--- config.mk ---
export PLATFORM = sky130hd
export DESIGN_NAME = ysyx_24080006_csru_flat
export DESIGN_NICKNAME = d
export VERILOG_FILES = /design/src/rtl/ysyx_24080006_csru_pkg.sv /design/src/rtl/ysyx_24080006_csru_if.sv /design/src/rtl/ysyx_24080006_csru.sv /design/src/flat_wrapper.sv
export SDC_FILE = /design/constraint.sdc
export NUM_CORES = 1
export LEC_CHECK = 0
export CORE_ASPECT_RATIO = 1.25
export CORE_UTILIZATION = 29
export CTS_CLUSTER_SIZE = 12
export DETAILED_ROUTE_END_ITERATION = 10
export DONT_BUFFER_PORTS = 1
export GPL_ROUTABILITY_DRIVEN = 0
export PLACE_DENSITY = 0.46
export RECOVER_POWER = 50
export SLEW_MARGIN = 30
export SYNTH_ARGS = -nofsm -noshare
export SYNTH_HDL_FRONTEND = slang
export SYNTH_SLANG_ARGS = --single-unit
--- constraint.sdc ---
create_clock -name clock -period 2.3 [get_ports clock]
set_clock_uncertainty 0.05 [all_clocks]
set_input_delay 0.46 -clock clock [delete_from_list [all_inputs] [get_ports clock]]
set_output_delay 0.46 -clock clock [all_outputs]
set_load 0.005 [all_outputs]
--- src/rtl/ysyx_24080006_csru_pkg.sv ---
// Shared types for the serialising CSR/system execution unit.
//   csr_op_t      : CSR file operation (read / write / set / clear)
//   csr_set_t     : {csr_enable, csr_op} bundle driven into the CSR file
//   csru_kind_e   : micro-op class accepted from dispatch
//   csru_state_e  : sequencing states of the unit
//   CSR_*         : machine-mode CSR addresses used by the unit and its bench
package ysyx_24080006_csru_pkg;

   typedef enum logic [1:0] {
      CSR_READ  = 2'd0,
      CSR_WRITE = 2'd1,
      CSR_SET   = 2'd2,
      CSR_CLEAR = 2'd3
   } csr_op_t;

   typedef struct packed {
      logic    csr_enable;
      csr_op_t csr_op;
   } csr_set_t;

   typedef enum logic [1:0] {
      CSRU_CSR   = 2'd0,
      CSRU_ECALL = 2'd1,
      CSRU_MRET  = 2'd2
   } csru_kind_e;

   typedef enum logic [1:0] {
      IDLE      = 2'd0,
      WAIT_HEAD = 2'd1,
      EXEC      = 2'd2,
      WB        = 2'd3
   } csru_state_e;

   localparam logic [11:0] CSR_MTVEC    = 12'h305;
   localparam logic [11:0] CSR_MSCRATCH = 12'h340;
   localparam logic [11:0] CSR_MEPC     = 12'h341;
   localparam logic [11:0] CSR_MCAUSE   = 12'h342;
   localparam logic [11:0] CSR_MCYCLE   = 12'hB00;

endpackage

--- src/rtl/ysyx_24080006_csru_if.sv ---
// Dispatch-side and writeback-side handshake bundle of the CSR unit.
//   in_*  : micro-op offered by dispatch (valid/ready)
//   wb_*  : result returned to commit/flush logic (valid/ready)
// master = dispatch/commit side, slave = CSR unit.
interface ysyx_24080006_csru_if
   import ysyx_24080006_csru_pkg::*;
#(
   parameter int ROB_W = 4
) ();

   logic             in_valid;
   logic             in_ready;
   csru_kind_e       in_kind;
   csr_op_t          in_op;
   logic [11:0]      in_csr_name;
   logic [31:0]      in_wdata;
   logic [31:0]      in_pc;
   logic [ROB_W-1:0] in_rob_idx;

   logic             wb_valid;
   logic             wb_ready;
   logic [ROB_W-1:0] wb_rob_idx;
   logic [31:0]      wb_data;
   logic             wb_redirect;
   logic [31:0]      wb_target;

   modport master (
      output in_valid, in_kind, in_op, in_csr_name, in_wdata, in_pc, in_rob_idx,
      input  in_ready,
      input  wb_valid, wb_rob_idx, wb_data, wb_redirect, wb_target,
      output wb_ready
   );

   modport slave (
      input  in_valid, in_kind, in_op, in_csr_name, in_wdata, in_pc, in_rob_idx,
      output in_ready,
      output wb_valid, wb_rob_idx, wb_data, wb_redirect, wb_target,
      input  wb_ready
   );

endinterface

--- src/rtl/ysyx_24080006_csru.sv ---
// Serialising CSR / ECALL / MRET execution unit.
// Holds one micro-op until it is the ROB head, drives the CSR file for a
// single cycle, then returns the old CSR value and a redirect target.
// Ports:
//   clock, reset           : clock, async active-low reset
//   io (slave)             : dispatch accept and writeback handshakes
//   rob_head_valid/idx     : current ROB head
//   flush                  : squash of speculative state
//   csr_set/name/wdata/pc  : command to the CSR file
//   ecall, mret            : one-cycle trap entry / trap return strobes
//   csr_rdata              : combinational read data from the CSR file
//
// state     | meaning
// ----------+--------------------------------------------------------
// IDLE      | no op held, in_ready=1
// WAIT_HEAD | op latched, waiting for its tag at ROB head
// EXEC      | one cycle driving the CSR file, result captured
// WB        | result presented until wb_ready
module ysyx_24080006_csru
   import ysyx_24080006_csru_pkg::*;
#(
   parameter int ROB_DEPTH = 16,
   parameter int ROB_W     = $clog2(ROB_DEPTH)
) (
   input  logic                 clock,
   input  logic                 reset,
   ysyx_24080006_csru_if.slave  io,
   input  logic                 rob_head_valid,
   input  logic [ROB_W-1:0]     rob_head_idx,
   input  logic                 flush,
   output csr_set_t             csr_set,
   output logic [11:0]          csr_name,
   output logic [31:0]          csr_wdata,
   output logic [31:0]          csr_pc,
   output logic                 ecall,
   output logic                 mret,
   input  logic [31:0]          csr_rdata
);

   csru_state_e      state_q, state_d;

   csru_kind_e       kind_q;
   csr_op_t          op_q;
   logic [11:0]      name_q;
   logic [31:0]      wdata_q;
   logic [31:0]      pc_q;
   logic [ROB_W-1:0] tag_q;

   logic [31:0]      wb_data_q;
   logic [31:0]      wb_target_q;
   logic             wb_redirect_q;

   logic             accept;
   logic             head_hit;

   // A flush in the accept cycle wins over in_valid: the offered op is younger
   // than whatever caused the flush.
   assign accept   = (state_q == IDLE) && io.in_valid && !flush;
   assign head_hit = rob_head_valid && (rob_head_idx == tag_q);

   always_ff @(posedge clock or negedge reset) begin
      if (!reset) begin
         state_q <= IDLE;
      end else begin
         state_q <= state_d;
      end
   end

   always_comb begin
      state_d = state_q;
      case (state_q)
         IDLE:      if (accept) state_d = WAIT_HEAD;
         WAIT_HEAD: begin
            if (flush)         state_d = IDLE;
            else if (head_hit) state_d = EXEC;
         end
         // Once at ROB head the op is committed, so flush no longer applies.
         EXEC:      state_d = WB;
         WB:        if (io.wb_ready) state_d = IDLE;
         default:   state_d = IDLE;
      endcase
   end

   always_ff @(posedge clock or negedge reset) begin
      if (!reset) begin
         kind_q  <= CSRU_CSR;
         op_q    <= CSR_READ;
         name_q  <= '0;
         wdata_q <= '0;
         pc_q    <= '0;
         tag_q   <= '0;
      end else if (accept) begin
         kind_q  <= io.in_kind;
         op_q    <= io.in_op;
         name_q  <= io.in_csr_name;
         wdata_q <= io.in_wdata;
         pc_q    <= io.in_pc;
         tag_q   <= io.in_rob_idx;
      end
   end

   // csr_rdata is the pre-write value during EXEC; for ECALL/MRET it is the
   // mtvec/mepc contents selected below and becomes the refetch target.
   always_ff @(posedge clock or negedge reset) begin
      if (!reset) begin
         wb_data_q     <= '0;
         wb_target_q   <= '0;
         wb_redirect_q <= 1'b0;
      end else if (state_q == EXEC) begin
         if (kind_q == CSRU_CSR) begin
            wb_data_q     <= csr_rdata;
            wb_target_q   <= pc_q + 32'd4;
            wb_redirect_q <= (op_q != CSR_READ);
         end else begin
            wb_data_q     <= '0;
            wb_target_q   <= csr_rdata;
            wb_redirect_q <= 1'b1;
         end
      end
   end

   always_comb begin
      csr_set.csr_enable = 1'b0;
      csr_set.csr_op     = op_q;
      csr_name           = '0;
      ecall              = 1'b0;
      mret               = 1'b0;
      if (state_q == EXEC) begin
         case (kind_q)
            CSRU_CSR: begin
               csr_set.csr_enable = 1'b1;
               csr_name           = name_q;
            end
            CSRU_ECALL: begin
               ecall    = 1'b1;
               csr_name = CSR_MTVEC;
            end
            CSRU_MRET: begin
               mret     = 1'b1;
               csr_name = CSR_MEPC;
            end
            default: ;
         endcase
      end
   end

   assign csr_wdata = wdata_q;
   assign csr_pc    = pc_q;

   assign io.in_ready    = (state_q == IDLE);
   assign io.wb_valid    = (state_q == WB);
   assign io.wb_rob_idx  = tag_q;
   assign io.wb_data     = wb_data_q;
   assign io.wb_redirect = wb_redirect_q;
   assign io.wb_target   = wb_target_q;

endmodule

--- src/flat_wrapper.sv ---
// flat-port wrapper written by rule: the top's interface ports become plain ports
module ysyx_24080006_csru_flat import ysyx_24080006_csru_pkg::*;
#(
   parameter int ROB_DEPTH = 16,
   parameter int ROB_W     = $clog2(ROB_DEPTH)
)
  (clock, reset, rob_head_valid, rob_head_idx, flush, csr_set, csr_name, csr_wdata, csr_pc, ecall, mret, csr_rdata, io_in_valid, io_in_kind, io_in_op, io_in_csr_name, io_in_wdata, io_in_pc, io_in_rob_idx, io_in_ready, io_wb_valid, io_wb_rob_idx, io_wb_data, io_wb_redirect, io_wb_target, io_wb_ready);
  ysyx_24080006_csru_if #(.ROB_W(ROB_W)) io_i ();
  input  logic clock;
  input  logic reset;
  input  logic rob_head_valid;
  input  logic [ROB_W-1:0] rob_head_idx;
  input  logic flush;
  output csr_set_t csr_set;
  output logic [11:0] csr_name;
  output logic [31:0] csr_wdata;
  output logic [31:0] csr_pc;
  output logic ecall;
  output logic mret;
  input  logic [31:0] csr_rdata;
  input wire logic [$bits(io_i.in_valid)-1:0] io_in_valid;
  input wire logic [$bits(io_i.in_kind)-1:0] io_in_kind;
  input wire logic [$bits(io_i.in_op)-1:0] io_in_op;
  input wire logic [$bits(io_i.in_csr_name)-1:0] io_in_csr_name;
  input wire logic [$bits(io_i.in_wdata)-1:0] io_in_wdata;
  input wire logic [$bits(io_i.in_pc)-1:0] io_in_pc;
  input wire logic [$bits(io_i.in_rob_idx)-1:0] io_in_rob_idx;
  output wire logic [$bits(io_i.in_ready)-1:0] io_in_ready;
  output wire logic [$bits(io_i.wb_valid)-1:0] io_wb_valid;
  output wire logic [$bits(io_i.wb_rob_idx)-1:0] io_wb_rob_idx;
  output wire logic [$bits(io_i.wb_data)-1:0] io_wb_data;
  output wire logic [$bits(io_i.wb_redirect)-1:0] io_wb_redirect;
  output wire logic [$bits(io_i.wb_target)-1:0] io_wb_target;
  input wire logic [$bits(io_i.wb_ready)-1:0] io_wb_ready;
  assign io_i.in_valid = io_in_valid;
  assign io_i.in_kind = io_in_kind;
  assign io_i.in_op = io_in_op;
  assign io_i.in_csr_name = io_in_csr_name;
  assign io_i.in_wdata = io_in_wdata;
  assign io_i.in_pc = io_in_pc;
  assign io_i.in_rob_idx = io_in_rob_idx;
  assign io_in_ready = io_i.in_ready;
  assign io_wb_valid = io_i.wb_valid;
  assign io_wb_rob_idx = io_i.wb_rob_idx;
  assign io_wb_data = io_i.wb_data;
  assign io_wb_redirect = io_i.wb_redirect;
  assign io_wb_target = io_i.wb_target;
  assign io_i.wb_ready = io_wb_ready;
  ysyx_24080006_csru #(.ROB_DEPTH(ROB_DEPTH), .ROB_W(ROB_W)) u_core (.clock(clock), .reset(reset), .io(io_i), .rob_head_valid(rob_head_valid), .rob_head_idx(rob_head_idx), .flush(flush), .csr_set(csr_set), .csr_name(csr_name), .csr_wdata(csr_wdata), .csr_pc(csr_pc), .ecall(ecall), .mret(mret), .csr_rdata(csr_rdata));
endmodule
==> metrics.yaml <==
sta:
  finalSetupTns_ns: 0
  fmaxAchievable_mhz: 455
  max_slew_margin_pct: 67.1
  setup_violations: 0
  worst_slew_pin_slew_ns: 0.486
  rsz0062_at_grt: "false"
  finalCritPeriodShare_pct: 95.5
  final_hold_viol_count: 151
  min_period_ns: 2.20
  holdWs_ns: -0.320
  final_max_slew_viol_count: 0
grt:
  antenna_found_initial: 4
  grt_use_total_pct: 16.1
  use_met2_pct: 26.1
  use_met1_pct: 19.2
  grt_pass1_wl_mm: 28.9
  grt_pass1_vias: 4684
  grt_overflow: 0
  grt_max_degree: 152
  grt-busiest-layer: "met2"
  use_met3_pct: 6.09
clocking:
  path_clk_slew_ns: 0.06
  cts_root_buffer: "clkbuf_16"
  cts_tree: "yes"
  cts_buffer_depth: 2
  htreeDepth: 4
  clk-insertion-delay-late_ns: 0.42
  ctsResizeCount: 0
  cts_num_sinks: 151
  cts_made_buffers: 17
route:
  first_pass_iters: 9
  drt-total-wl_mm: 18.9
  drcViolationCount: 14
  vias: 4629
  final_antenna_net_count: 0
  via_per_inst: 5.03
  wire_per_inst_um: 20.6
  drtIter0Drc: 257
yosys:
  synth-seq-cells: 151
  yosys_warnings: 0
  syn_area_um2: 6780
  ys_seq_area_share_pct: 55.7
  syn_inst: 617
  yosys-top-cells-area: "dfrtp_1, mux2_2, nand2_1"
  ys_types: 42
  synth-main-ff-cell: "dfrtp_1"
  syn-num-nets: 748
  synth_edf_count: 0
  syn_area_per_cell_um2: 11.0
  synth_top_area_share_pct: 55.7
  async_flop_share_pct: 100
  yosys.area.top_type: "dfrtp_1"
setup_path:
  ff2ff_setup_slack_ns: 0.32
  cp-start-kind: "flop"
  crit_fanout: 11
  rr_startpoint: "u_core.kind_q[1]"
  cp-end-kind: "output port"
  reg2regPathDepth: 7
  path_class: "flop to output port"
  crit_arrival_ns: 1.69
  r2r_end: "u_core.io.wb_target[20]"
  required_ns: 1.79
floorplan:
  die_h_um: 173
  ios: 278
  initial_utilization_pct: 29.5
  core_um2: 23000
  dieArea_um2: 24000
  num_rows: 62
  die_w_um: 139
pwr:
  power_density_nw_per_um2: 1450
  p_leak_uw: 0.00334
  p_total_uw: 11300
  vdd_drop_max_uv: 546
status:
  violations: "design-rule violations, negative hold slack"
  status: "complete, but fails checks"
layout:
  drive_above_1_share_pct: 20.6
  n_fill_cell: 2318
  regArea_um2: 3780
  nets: 749
  multiInputGateArea_um2: 2820
  synthToLayoutAreaGrowth_pct: 15.1
worst_hold_path:
  hold_class: "input port to async pin"
placed_design:
  io_buffers: 0
  dp_hpwl_mm: 13.8
job:
  maxCapViolations: 0
## cell usage after synthesis (3+ instances only)
master,count
dfrtp_1,151
nand2_1,97
mux2_2,70
o21ai_0,45
nand3_1,40
clkbuf_1,28
a21oi_1,21
nor3b_1,14
xor2_1,13
xnor2_1,11
and3_1,10
a21o_1,9
buf_2,9
inv_1,9
nor2_1,9
a31oi_1,8
mux2_1,8
nand4_1,8
nor3_1,8
nor4_1,6
ha_1,5
mux2i_1,5
and2_1,4
and4_1,3
nand2b_1,3
o31ai_1,3
or4_1,3
## worst max path at each step
| stage | start | endpoint | slack [ns] | cells after the start |
|---|---|---|---|---|
| 2_1_floorplan | u_core.kind_q[0] | csr_name[0] | 0.35 | 6 |
| 3_3_place_gp | u_core.csr_pc[2] | u_core.io.wb_target[14] | 0.38 | 6 |
| 4_1_cts | u_core.kind_q[0] | csr_set[2] | 0.03 | 4 |
| 5_1_grt | u_core.kind_q[1] | csr_name[1] | 0.01 | 4 |
| 3_5_place_dp | u_core.csr_pc[3] | u_core.io.wb_target[20] | 0.40 | 6 |
| 6_report | u_core.kind_q[1] | csr_name[7] | 0.10 | 4 |
## repair_timing
action                                  in CTS  in global routing
buffers inserted                             2                  1
endpoints found under the hold margin      151                151
endpoints found under the setup margin       1                  4
pin swaps                                    0                  1
## report_power, final
group          switching [uW]  total [uW]  internal (uW)
registers                1310        5290           3980
clock network            1120        2740           1610
logic                    1730        3280           1550
## routing by layer
metal | vias to the layer above | routed length [um]
li1 | 2169 | -
met1 | 2249 | 7760
met2 | 177 | 9140
met3 | 30 | 1500
met4 | 4 | 478
met5 | - | 33
## final cells by class
class	instances	area share, %
Antenna cell	2	0.0641
Tap cell	288	4.62
Multi-Input combinational cell	417	36.1
Clock buffer	19	5.68
Timing Repair Buffer	22	3.00
Sequential cell	151	48.4
Clock inverter	12	1.64
Inverter	9	0.433
## critical path, stage by stage (launching register included)
cell,delay [ns]
dfrtp_1,0.41
inv_1,0.19
ha_4,0.25
clkbuf_8,0.21
and3_1,0.19
## cells in the final DEF, fill, tap and decap left out, types with 11 or more instances in the layout
master / n
a21oi_1: 21
dfrtp_1: 151
xor2_1: 13
o21ai_0: 45
buf_4: 16
nand2_1: 97
nand3_1: 40
mux2_2: 70
nor3b_1: 14
xnor2_1: 11
clkbuf_16: 17
## logic make-up after synthesis
| family | Yosys count | share of synthesized area (%) |
|---|---|---|
| AOI/OAI and AO/OA | 90 | 7.44 |
| xor gates and xnor gates | 24 | 3.10 |
| muxes | 83 | 13.7 |
| buffers and inverters | 49 | 3.16 |
| DFF | 151 | 55.7 |
| and+or+nand+nor | 215 | 15.9 |
| adders and majority gates | 5 | 0.923 |
## flip-flops by register name, indices dropped and copies added (netlist names), named ones only
signal / flops
u_core.csr_pc: 32
u_core.csr_wdata: 32
u_core.io.wb_data: 32
u_core.io.wb_redirect: 1
u_core.io.wb_rob_idx: 4
u_core.io.wb_target: 32
u_core.kind_q: 2
u_core.name_q: 12
u_core.op_q: 2
u_core.state_q: 1
## through the flow
step | cells | setup WS, ns | area, um2 | utilization (%) | hold slack, ns
floorplan | 617 | 0.347 | 6780 | - | 0.114
global placement | 884 | 0.376 | 7190 | 31.3 | 0.117
detailed placement | 884 | 0.400 | 7190 | 31.3 | 0.117
CTS | 917 | 0.0338 | 7780 | 33.9 | -0.346
global route | 920 | 0.0113 | 7800 | 34.0 | -0.354
finish | 920 | 0.103 | 7800 | 34.0 | -0.320
No activity file was read; power rests on OpenSTA's default activity.
